`src/rtl/interval_meter.sv`:
```
// -----------------------------------------------------------------------------
// interval_meter
// Counts cycles since the last tick. On a tick cycle it presents the interval
// L = gap+1 (saturating at 2^CW-1) with a valid strobe and reloads gap to 0.
// Ports:
//   clock, reset   rising-edge clock, synchronous active-high reset
//   tick           wrap strobe
//   len            interval ending at this tick (valid with len_valid)
//   len_valid      tick-qualified strobe for len
//   gap_at_max     gap has reached MAX_GAP with no tick this cycle
// -----------------------------------------------------------------------------
module interval_meter #(
  parameter int CW      = 8,
  parameter int MAX_GAP = 64
) (
  input  logic          clock,
  input  logic          reset,
  input  logic          tick,
  output logic [CW-1:0] len,
  output logic          len_valid,
  output logic          gap_at_max
);
  localparam logic [CW-1:0] SAT   = {CW{1'b1}};
  localparam logic [CW-1:0] ONE   = {{(CW-1){1'b0}}, 1'b1};
  localparam logic [CW-1:0] LIMIT = CW'(MAX_GAP);

  logic [CW-1:0] gap_q;
  logic [CW-1:0] gap_d;

  // Next gap: reload on tick, otherwise count up and hold at saturation.
  always_comb begin
    gap_d = gap_q;
    if (tick) begin
      gap_d = '0;
    end else if (gap_q != SAT) begin
      gap_d = gap_q + ONE;
    end else begin
      gap_d = SAT;
    end
  end

  // Gap counter register.
  always_ff @(posedge clock) begin
    if (reset) begin
      gap_q <= '0;
    end else begin
      gap_q <= gap_d;
    end
  end

  // A saturated gap yields a saturated L so a stall can never alias a period.
  assign len        = (gap_q == SAT) ? SAT : (gap_q + ONE);
  assign len_valid  = tick;
  assign gap_at_max = (gap_q == LIMIT) && !tick;

endmodule

```
`config.mk`:
```
export PLATFORM = sky130hd
export DESIGN_NAME = interval_meter
export DESIGN_NICKNAME = d
export VERILOG_FILES = /design/src/rtl/interval_meter.sv
export SDC_FILE = /design/constraint.sdc
export NUM_CORES = 1
export LEC_CHECK = 0
export CORE_MARGIN = 2
export CORE_UTILIZATION = 30
export DETAILED_ROUTE_END_ITERATION = 7
export PLACE_DENSITY = 0.57
export RECOVER_POWER = 25
export SETUP_SLACK_MARGIN = 0.5
export SLEW_MARGIN = 20
export SYNTH_ARGS = -nofsm -noshare
export SYNTH_HDL_FRONTEND = slang
export SYNTH_SLANG_ARGS = --single-unit
```
`constraint.sdc`:
```
create_clock -name clock -period 1.7 [get_ports clock]
set_clock_uncertainty 0.15 [all_clocks]
set_input_delay 0.34 -clock clock [delete_from_list [all_inputs] [get_ports clock]]
set_output_delay 0.34 -clock clock [all_outputs]
set_load 0.02 [all_outputs]
```
Word level (Yosys, flattened, before mapping)
Cells that the tools add are included.
Storage, ports and cells
  register bits: 8
  bits in latches: 0
  bits in writable memories: 0
  ROM bits: 0
  bits of input ports: 3
  word-level logic and storage cells: 10
  memories kept: 0
Cells by class
  $add $sub $neg: 1
  multiply operators: 0
  div/mod/pow operators: 0
  $lt $le $gt $ge: 0
  equality and inequality tests: 3
  shift operators: 0
  muxes and demuxes: 2
  bitwise logic cells: 0
  reduce and logical (&&, ||, !) cells: 3
Operators with widths (number)
  $mux 8: 2
  $add 8x1->8 const B: 1
  $eq 8x7->1 const B: 1
  $eq 8x8->1 const B: 1
  $ne 8x8->1 const B: 1
  $reduce_or 2->1: 1
  $logic_and 1x1->1: 1
  $logic_not 1->1: 1

Depth between registers and ports, before layout
  depth after elaboration: 2
  gate-level depth with buffers: 4
  depth with buffers taken out: 4

Least setup slack after synthesis
OpenSTA, ideal clock, no wires.
  path kind: flip-flop to output port
  start: register gap_q[0]
  end: output port len[6]
  data arrival time: 1.268 ns
  slack: -0.058 ns
  cell stages (with the launch flop): 5
  buffers on the path: 0
  cells stage by stage: dfxtp_1 ha_1 and3_1 a31oi_1 nor2_1
Between the ends
  longest elaborated chain between the ends: 2
  elaborated cells on any way between the ends: 3
RTL lines
  start, declared: RTL line 27  | logic [CW-1:0] gap_q;
  start signal, assigned: RTL line 47  | gap_q <= gap_d;
  $add 8x1->8 or $eq 8x8->1 (tied branches): RTL line 52  | assign len = (gap_q == SAT) ? SAT : (gap_q + ONE);
  $mux 8 (*): RTL line 52
  end, declared: RTL line 19  | output logic [CW-1:0] len,
Mark *: on every way between the ends. The rest lies on a longest branch, timed or not.

Worst setup path in the final report
  start: register gap_q[0]
  end: output port len[7]
The elaborated chain is that of the path after synthesis.

==> impl_metrics.tcl <==
set metrics [dict create \
    p_leak_nw 0.3967 \
    regMostFlops "gap_q" \
    yosysSeqAreaShare 0.3596 \
    synth_simple_gate_area_frac 0.3315 \
    postLayoutCoreUtil 0.6645 \
    avgSynthCellArea_um2 7.680 \
    drt-initial-drc-count 5 \
    synth_top_family_by_area "simple AND/OR/NAND/NOR gates" \
    rows 13 \
    crit_arrival_ps 1390 \
    endpoint_kind "primary output" \
    wl_per_cell_um 13.09 \
    track_usage 0.1699 \
    violations "negative setup slack" \
    grt_setup_unrepaired "yes" \
    synth-async-reset-ratio 0 \
    final_nets 93 \
    die_h_um 42.53 \
    syn_inst 58 \
    cts_tree "yes" \
    grt_pass1_vias 497 \
    clockBufferDepth 2 \
    path_max_fanout 5 \
    antenna_found_initial 0 \
    final-max-slew-violation-count 0 \
    core_um2 1350 \
    min_period_ps 1882 \
    fillers 127 \
    wirelength_um 1322 \
    ys_ff_latch 8 \
    drive_gt1_frac 0.6977 \
    io_buffers 12 \
    clock_sinks 8 \
    synth_fa_ha_area_frac 0.05618 \
    largest_registers "gap_q: 8 flops" \
    htreeDepth 1 \
    ys.flop_type "dfxtp_1" \
    synthXorXnorAreaFrac 0.01966 \
    area_growth_pct 101.4 \
    grt_pass1_wl_um 2221 \
    finalHoldViolCount 0 \
    path_class "reg2out" \
    hold_buffers 0 \
    dp_hpwl_um 968.9 \
    cts.reportedPaths.clkPinSlew_ps 60 \
    max_freq_ghz 0.5313 \
    vias_per_cell 5.069 \
    largest_reg_flops 8 \
    n_antenna_cell 0 \
    status "finished with violations" \
    postPlaceCellArea_um2 819.5 \
    vias 512 \
    synth_top_area_frac 0.3596 \
    drtAntennaViolNets 0 \
    p_per_area_nw_per_um2 433.5 \
    synth_compound_area_frac 0.1573 \
    clock_latency_ps 260 \
    period_share 1.107 \
    syn_nets 63 \
    root_buffer "clkbuf_4" \
    synth_area_leader_cell "dfxtp_1" \
    numCtsBuffers 3 \
    die-area_um2 1809 \
    cp-start-kind "flop" \
    synth.cell_area_um2 445.4 \
    hold_class "in2reg" \
    setup_tns_ps -1241 \
    initial_core_util 0.3299 \
    firstDrtPassIters 2 \
    ir_drop_mv 0.5023 \
    synth_common_cells "dfxtp_1 (8), nor2_1 (8), nand2_1 (5)" \
    relSlewSlack 0.8162 \
    fin_area_um2 897.1 \
    synthMuxAreaShare 0 \
    maxCapViolCount 0 \
    layout_setup_ws_ps -182.1 \
    synthTopCellsByArea "dfxtp_1 (36%), nor2_1 (6.7%), ha_1 (5.6%)" \
    place_congestion 0.7860 \
    ys_warn_count 0 \
    ys_types 24 \
    setup_violations 9 \
    pre_cts_slack_ps -534.6 \
    grt_overflow 0 \
    power.total_mw 0.3889 \
    drcViolationCount 0 \
    tightest_slew_ps 273.9 \
    io_pins 13 \
    synth_edf_count 0 \
    die_w_um 42.53 \
    grt_start_max_net_pins 8 \
    required_ps 1210 \
]
## layout by cell type, fill, tap and decap left out, drive strengths merged
master / n
or3: 1
nand2: 5
inv: 4
nor3: 4
clkbuf: 4
clkdlybuf4s50: 1
o21ai: 1
nand3: 4
and3: 1
buf: 26
a21oi: 4
dfxtp: 8
o21bai: 1
nand2b: 1
nor4: 1
o31a: 1
nor2: 8
ha: 2
xnor2: 1
nand4: 2
and4: 1
a31oi: 3
o311a: 1
or2: 1
## worst paths after layout
kind	start	endpoint	slack [ps]	cells past startpoint
worst max-delay path	gap_q[0]$_SDFF_PP0_	len[7]	-180	5
worst min-delay path	tick	gap_q[7]$_SDFF_PP0_	380	3
worst max register to register	gap_q[0]$_SDFF_PP0_	gap_q[7]$_SDFF_PP0_	290	5
worst min register to register	gap_q[0]$_SDFF_PP0_	gap_q[0]$_SDFF_PP0_	450	2
## repair_timing
| action | in CTS | in global routing |
|---|---|---|
| setup endpoints to repair | 18 | 17 |
| buffers inserted | 0 | 1 |
| gates cloned | 0 | 0 |
| resized for setup | 61 | 6 |
| pin swaps | 2 | 2 |
## through the flow
stage          instances  hold slack, ps
4_1_cts              100           285.6
3_3_place_gp          97           430.8
2_1_floorplan         58           328.2
5_1_grt              101           426.4
3_5_place_dp          97           440.0
6_report             101           384.4
## cell families after synthesis
| group | Yosys count |
|---|---|
| buffers and inverters | 7 |
| DFF | 8 |
| xor gates and xnor gates | 1 |
| adders and majority gates | 2 |
| AOI/OAI and AO/OA | 11 |
| and+or+nand+nor | 29 |
## metal layers
metal | track usage | routed length [µm]
met5 | 0 | 0
met4 | 0.07500 | 22
met3 | 0.06897 | 55
met2 | 0.2708 | 653
met1 | 0.1984 | 591
## report_power, final
part           total (mW)  internal, mW  switching, mW
Combinational      0.0516        0.0255         0.0261
Sequential          0.189         0.184        0.00505
Clock               0.149        0.0810         0.0676
## critical path, stage by stage (launching register included)
cell     delay, ps
dfxtp_4        370
ha_4           170
nand4_1        110
nand2_1         90
o31a_1         230
buf_2          160
## area by class of cell
type / count / area, µm² / area share
clock buffers: 3 / 22.52 / 0.02510
inverters: 4 / 15.01 / 0.01674
multi-input cells: 43 / 440.4 / 0.4909
flip-flops and latches: 8 / 181.4 / 0.2022
well taps: 15 / 18.77 / 0.02092
repair buffers: 28 / 219.0 / 0.2441
No activity file was read; power rests on OpenSTA's default activity.
